### config.mk
export PLATFORM = sky130hd
export DESIGN_NAME = fetch_stage_flat
export DESIGN_NICKNAME = d
export VERILOG_FILES = /design/src/rtl/fetch_stage_if.sv /design/src/rtl/fetch_stage.sv /design/src/flat_wrapper.sv
export SDC_FILE = /design/constraint.sdc
export NUM_CORES = 1
export LEC_CHECK = 0
export ABC_AREA = 1
export BUFFER_PORTS_ARGS = -buffer_cell sky130_fd_sc_hd__buf_4
export CORE_MARGIN = 5
export CORE_UTILIZATION = 42
export CTS_CLUSTER_DIAMETER = 200
export CTS_CLUSTER_SIZE = 20
export DETAILED_ROUTE_END_ITERATION = 6
export GPL_TIMING_DRIVEN = 0
export PLACE_DENSITY = 0.78
export SLEW_MARGIN = 20
export SYNTH_ARGS = -nofsm -noshare
export SYNTH_HDL_FRONTEND = slang
export SYNTH_SLANG_ARGS = --single-unit
### constraint.sdc
create_clock -name clk -period 2.6 [get_ports clk]
set_clock_uncertainty 0.15 [all_clocks]
set_input_delay 0.52 -clock clk [delete_from_list [all_inputs] [get_ports clk]]
set_output_delay 0.52 -clock clk [all_outputs]
set_load 0.02 [all_outputs]
### src/rtl/fetch_stage_if.sv
// Fetch-stage bus: decoder control, instruction-memory port and IF/ID register outputs.
// master = fetch stage, slave = memory/decoder side.
interface fetch_stage_if #(
  parameter int unsigned Width    = 32,
  parameter int unsigned CntWidth = 16
);
  logic                stall;
  logic                redirect_valid;
  logic [Width-1:0]    redirect_target;
  logic [Width-1:0]    imem_addr;
  logic [Width-1:0]    imem_rdata;
  logic                if_valid;
  logic [Width-1:0]    if_pc;
  logic [Width-1:0]    if_pc_plus4;
  logic [Width-1:0]    if_instr;
  logic                misalign_err;
  logic [CntWidth-1:0] fetch_count;

  modport master (
    input  stall, redirect_valid, redirect_target, imem_rdata,
    output imem_addr, if_valid, if_pc, if_pc_plus4, if_instr, misalign_err, fetch_count
  );

  modport slave (
    output stall, redirect_valid, redirect_target, imem_rdata,
    input  imem_addr, if_valid, if_pc, if_pc_plus4, if_instr, misalign_err, fetch_count
  );
endinterface

### src/rtl/fetch_stage.sv
// PC register and IF/ID pipeline register: sequential advance, redirect with flush,
// decoder stall, and a wrapping fetch counter.
module fetch_stage #(
  parameter int unsigned      Width    = 32,
  parameter int unsigned      CntWidth = 16,
  parameter logic [Width-1:0] ResetPC  = '0,
  parameter logic [Width-1:0] NopInstr = Width'(32'h0000_0013)
) (
  input logic          clk,
  input logic          rst_n,
  fetch_stage_if.master bus
);

  logic [Width-1:0]    pc_q;
  logic                valid_q;
  logic [Width-1:0]    if_pc_q;
  logic [Width-1:0]    if_pc_plus4_q;
  logic [Width-1:0]    if_instr_q;
  logic                misalign_q;
  logic [CntWidth-1:0] cnt_q;

  // Redirect beats stall beats advance; the redirect target is forced word-aligned.
  always_ff @(posedge clk or negedge rst_n) begin
    if (!rst_n) begin
      pc_q          <= ResetPC;
      valid_q       <= 1'b0;
      if_pc_q       <= '0;
      if_pc_plus4_q <= Width'(4);
      if_instr_q    <= NopInstr;
      misalign_q    <= 1'b0;
      cnt_q         <= '0;
    end else if (bus.redirect_valid) begin
      pc_q       <= {bus.redirect_target[Width-1:2], 2'b00};
      valid_q    <= 1'b0;
      if_instr_q <= NopInstr;
      misalign_q <= |bus.redirect_target[1:0];
    end else if (bus.stall) begin
      misalign_q <= 1'b0;
    end else begin
      if_pc_q       <= pc_q;
      if_pc_plus4_q <= pc_q + Width'(4);
      if_instr_q    <= bus.imem_rdata;
      valid_q       <= 1'b1;
      pc_q          <= pc_q + Width'(4);
      cnt_q         <= cnt_q + CntWidth'(1);
      misalign_q    <= 1'b0;
    end
  end

  assign bus.imem_addr    = pc_q;
  assign bus.if_valid     = valid_q;
  assign bus.if_pc        = if_pc_q;
  assign bus.if_pc_plus4  = if_pc_plus4_q;
  assign bus.if_instr     = if_instr_q;
  assign bus.misalign_err = misalign_q;
  assign bus.fetch_count  = cnt_q;

endmodule

### src/flat_wrapper.sv
// flat-port wrapper written by rule: the top's interface ports become plain ports
module fetch_stage_flat 
#(
  parameter int unsigned      Width    = 32,
  parameter int unsigned      CntWidth = 16,
  parameter logic [Width-1:0] ResetPC  = '0,
  parameter logic [Width-1:0] NopInstr = Width'(32'h0000_0013)
)
  (clk, rst_n, bus_stall, bus_redirect_valid, bus_redirect_target, bus_imem_rdata, bus_imem_addr, bus_if_valid, bus_if_pc, bus_if_pc_plus4, bus_if_instr, bus_misalign_err, bus_fetch_count);
  fetch_stage_if #(.Width(Width), .CntWidth(CntWidth)) bus_i ();
  input logic clk;
  input logic rst_n;
  input wire logic [$bits(bus_i.stall)-1:0] bus_stall;
  input wire logic [$bits(bus_i.redirect_valid)-1:0] bus_redirect_valid;
  input wire logic [$bits(bus_i.redirect_target)-1:0] bus_redirect_target;
  input wire logic [$bits(bus_i.imem_rdata)-1:0] bus_imem_rdata;
  output wire logic [$bits(bus_i.imem_addr)-1:0] bus_imem_addr;
  output wire logic [$bits(bus_i.if_valid)-1:0] bus_if_valid;
  output wire logic [$bits(bus_i.if_pc)-1:0] bus_if_pc;
  output wire logic [$bits(bus_i.if_pc_plus4)-1:0] bus_if_pc_plus4;
  output wire logic [$bits(bus_i.if_instr)-1:0] bus_if_instr;
  output wire logic [$bits(bus_i.misalign_err)-1:0] bus_misalign_err;
  output wire logic [$bits(bus_i.fetch_count)-1:0] bus_fetch_count;
  assign bus_i.stall = bus_stall;
  assign bus_i.redirect_valid = bus_redirect_valid;
  assign bus_i.redirect_target = bus_redirect_target;
  assign bus_i.imem_rdata = bus_imem_rdata;
  assign bus_imem_addr = bus_i.imem_addr;
  assign bus_if_valid = bus_i.if_valid;
  assign bus_if_pc = bus_i.if_pc;
  assign bus_if_pc_plus4 = bus_i.if_pc_plus4;
  assign bus_if_instr = bus_i.if_instr;
  assign bus_misalign_err = bus_i.misalign_err;
  assign bus_fetch_count = bus_i.fetch_count;
  fetch_stage #(.Width(Width), .CntWidth(CntWidth), .ResetPC(ResetPC), .NopInstr(NopInstr)) u_core (.clk(clk), .rst_n(rst_n), .bus(bus_i));
endmodule
**After elaboration in Yosys (flattened, before gate mapping)**

Index checks and enable logic that the tools add are counted.

- Register bits after elaboration: 146
- Output and inout bits: 146

- Add/sub/neg operators: 2
- Eq/ne operators: 1
- Mux-type cells: 7
- Bitwise operators: 2
- Reduce and logical (&&, ||, !) cells: 2

Operator list:

| operator | count |
|---|---|
| 2-to-1 mux 32 bit | 4 |
| adder 32 x 3 -> 32 bit (second input constant) | 1 |
| adder 16 x 1 -> 16 bit (second input constant) | 1 |
| 2-to-1 mux 1 bit | 3 |
| != test 2 x 1 -> 1 bit (second input constant) | 1 |
| inverter 1 bit | 2 |
| AND reduction 2 bit | 1 |
| OR reduction 2 bit | 1 |

**Logic depth before layout (Yosys ltp)**

- Depth in word-level cells: 3
- Gate-level depth with buffers: 10
- Depth with buffers taken out: 9

**Least setup slack after synthesis**

OpenSTA, ideal clock, no wires.

- Kind: register to register
- From: reg u_core.pc_q[3] (netlist: u_core.bus.imem_addr[3])
- To: reg u_core.if_pc_plus4_q[24] (netlist: u_core.bus.if_pc_plus4[24])
- Setup time: 0.119 ns
- Data arrival time: 1.408 ns
- Required time: 2.331 ns
- Path slack: 0.923 ns
- Cell stages (with the launch flop): 9
- Buffers on the path: 0
- Period minus slack after synthesis: 1.677 ns
- Path through: dfrtp_1 ha_1 nand2_1 nor2_4 nand2_1 nor2_1 nand3_1 nand3_1 nand2_1

- Cells in the longest elaborated chain, start to end: 1

Ends and longest elaborated chain:

| what | line | text |
|---|---|---|
| start, declared | fetch_stage.sv:14 | `logic [Width-1:0] pc_q;` |
| start signal, assigned | fetch_stage.sv:25 | `pc_q <= ResetPC;` |
| start signal, assigned | fetch_stage.sv:33 | `pc_q <= {bus.redirect_target[Width-1:2], 2'b00};` |
| start signal, assigned | fetch_stage.sv:44 | `pc_q <= pc_q + Width'(4);` |
| adder 32 x 3 -> 32 bit | fetch_stage.sv:41 | `if_pc_plus4_q <= pc_q + Width'(4);` |
| end signal, assigned | fetch_stage.sv:28 | `if_pc_plus4_q <= Width'(4);` |
| end signal, assigned | fetch_stage.sv:41 |  |
| end, declared | fetch_stage.sv:17 | `logic [Width-1:0] if_pc_plus4_q;` |

Every way passes these cells.
A chain may end at the register's enable or synchronous reset.

**Worst setup path after layout**

- From: reg u_core.pc_q[3] (netlist: u_core.bus.imem_addr[3])
- To: reg u_core.pc_q[24] (netlist: u_core.bus.imem_addr[24])

- Cells in the longest elaborated chain, start to end: 3

Ends and longest elaborated chain:

| what | line | text |
|---|---|---|
| adder 32 x 3 -> 32 bit | fetch_stage.sv:44 |  |
| 2-to-1 mux 32 bit | fetch_stage.sv:37 | `end else if (bus.stall) begin` |
| 2-to-1 mux 32 bit | fetch_stage.sv:32 | `end else if (bus.redirect_valid) begin` |

Every way passes these cells. The select of a mux whose other input is x is not followed.

==> out/metrics.yaml <==
status: "finished, final reports clean"
clk_latency_ns: 0.42
place.gp.congestion: 0.922
port_buffers: 206
fin_setup_tns_ns: 0
clock-sinks: 140
cts_tree: "built"
wl_per_cell_um: 16.4
critPathArrivalTime_ns: 2.16
synth.top_cells.by_count: "nand2_1, dfrtp_1, inv_1"
hold_ws_ns: 0.165
cts-resized-gates: 0
hold_class: "input port to register"
switching_share_pct: 31.5
post-route-drc-count: 0
critPathSlowestCell: "dfrtp_1"
yosysTopAreaCellShare_pct: 53.5
postPlaceCellArea_um2: 8190
rows: 45
max-vdd-ir-drop_v: 0.000482
totalWireLength_um: 19000
finalSetupViolations: 0
crit_chain: "ha_1 > nand2_1 > nor2_4 > nand2_1 > nor2_1 > nand3_1 > nand3_1 > nand2_1"
syn_area_um2: 6360
area_delta_synth_final_pct: 38.0
drt-initial-drc-count: 376
first_global_vias: 5516
avgSynthCellArea_um2: 8.71
fin_nets: 1032
reg2reg_from: "u_core.bus.imem_addr[3]"
slew_headroom_pct: 60.9
cap_violations: 0
yosysUniqueCellTypes: 31
synth_top_area_cell: "dfrtp_1"
synth_edf_count: 0
cp-startpoint: "u_core.bus.imem_addr[3]"
grt_usage_pct: 21.4
vias: 5702
required_ns: 2.75
die_area_um2: 17700
critPathTopFamily: "simple AND/OR/NAND/NOR gates"
hp-start: "bus_redirect_target[12]"
criticalPathCategory: "register to register"
worst-path-buf-inv: 0
clk_pin_slew_ns: 0.06
dp_hpwl_um: 14400
antenna_found_initial: 0
dieWidth_um: 133
p_leak_nw: 4.60
fin_total_pwr_mw: 6.42
post-route-period-util_pct: 77.3
clock.fmax_ghz: 0.497
async_flop_share_pct: 100
postSynthCellCount: 730
grt_max_degree: 84
seq_area_frac_synth_pct: 55.2
antenna_left: 0
cts_setup_buffers: 0
n_antenna_cell: 0
synth_ff_type: "dfrtp_1"
viasPerCell: 4.90
worst_slew_pin_slew_ns: 0.586
final_core_util_pct: 58.4
path_max_fanout: 5
h-tree-depth: 4
cts_hold_buffers: 1
clockBufferDepth: 2
clkPwrFrac_pct: 36.4
combPwrFrac_pct: 21.9
cp-start-kind: "register"
n_fill_cell: 1352
rsz0062_at_grt: "no"
synth_area_leaders: "dfrtp_1, nand2_1, nand3_1"
cts_buffers: 17
p_int_mw: 4.40
power_switching_mw: 2.02
root_buffer: "clkbuf_16"
die-height_um: 133
grt_pass1_wl_um: 29600
min_period_ns: 2.01
powerDensity_nw_per_um2: 731
critPathMaxStageDelay_ns: 0.48
slew_violations: 0
ys_warn_count: 0
drive_gt1_share_pct: 30.4
grt.overflow.total: 0
initial_core_util_pct: 42.3
endpoint_kind: "register"
drt-pass1-iter-count: 5
fin_area_um2: 8770
pin_count: 214
hold_viol_final: 0
path_common_cell: "nand2_1"
core-area_um2: 15000
synth_most_common_cell: "nand2_1"
seqPwrFrac_pct: 41.7
ys_ff_latch: 140
==> sequential cells by signal, indices dropped and copies added, names as in the netlist <==
| register | flops |
|---|---|
| u_core.bus.imem_addr | 30 |
| u_core.bus.if_valid | 1 |
| u_core.bus.if_instr | 32 |
| u_core.bus.misalign_err | 1 |
| u_core.bus.if_pc_plus4 | 30 |
| u_core.bus.if_pc | 30 |
| u_core.bus.fetch_count | 16 |
==> worst min-delay path: cells and delay by family <==
kind | cells | cell delay [ns]
buf+inv | 1 | 0.07
simple gates | 2 | 0.10
==> layer usage <==
| layer | track usage [%] | wire length, um | vias up |
|---|---|---|---|
| li1 | - | - | 2786 |
| met1 | 27.5 | 8050 | 2673 |
| met2 | 34.0 | 8810 | 222 |
| met3 | 8.48 | 1920 | 21 |
| met4 | 5.60 | 248 | 0 |
| met5 | 0 | 0 | - |
==> per-stage QoR <==
stage | instances | setup slack [ns]
after CTS | 1163 | 0.585
after global placement | 1129 | 0.260
after floorplan | 735 | 0.923
after detailed placement | 1130 | 0.610
after global routing | 1163 | 0.349
final | 1163 | 0.590
==> logic make-up after synthesis <==
kind of cell / count (synthesis) / share of synthesized area, %
AOI/OAI and AO/OA: 90 / 9.05
adders and majority gates: 2 / 0.393
xor gates and xnor gates: 14 / 1.93
buffers and inverters: 95 / 6.79
other: 1 / 0.0590
DFF: 140 / 55.2
and+or+nand+nor: 388 / 26.6
==> layout make-up <==
class	count	area, um2	area share, %
Clock inverter	12	114	1.30
Clock buffer	20	457	5.20
Buffer	32	195	2.22
Inverter	63	236	2.69
Timing Repair Buffer	208	1590	18.1
Sequential cell	140	3510	40.0
Tap cell	188	235	2.68
Multi-Input combinational cell	500	2440	27.8
==> cell usage in the layout, fill, tap and decap left out, drive strengths merged, types with 2 or more instances in the layout <==
master    netlist  routed
a21oi           3       3
a22o           29      29
and2            3       3
buf            27     234
clkbuf          5      25
clkinv          0       4
clkinvlp        0       4
conb            1       6
dfrtp         136     136
dfstp           4       4
ha              2       2
inv            63      66
nand2         270     270
nand3          56      56
nor2           54      54
nor3            3       3
o211ai          2       2
o21ai          53      53
o22a            3       3
xnor2           7       7
xor2            7       7
==> power groups by stage <==
stage,logic (mW),registers (mW),clock network (mW)
floorplan,0.410,2.99,0
global placement,1.39,2.71,0
detailed placement,1.42,2.71,0
CTS,1.43,2.68,2.37
global route,1.53,2.72,2.45
finish,1.40,2.68,2.34
==> path summary, 6_finish.rpt <==
path	end	slack [ns]	cells after the start
worst max-delay path	u_core.bus.imem_addr[24]	0.59	8
worst min-delay path	u_core.bus.imem_addr[12]	0.17	3
worst max register to register	u_core.bus.imem_addr[24]	0.59	8
worst min register to register	u_core.bus.if_pc[3]	0.32	2
max in group asynchronous	u_core.bus.if_instr[22]	1.10	3
min in group asynchronous	u_core.bus.if_pc[25]	0.46	2
No activity file was read; power rests on OpenSTA's default activity.
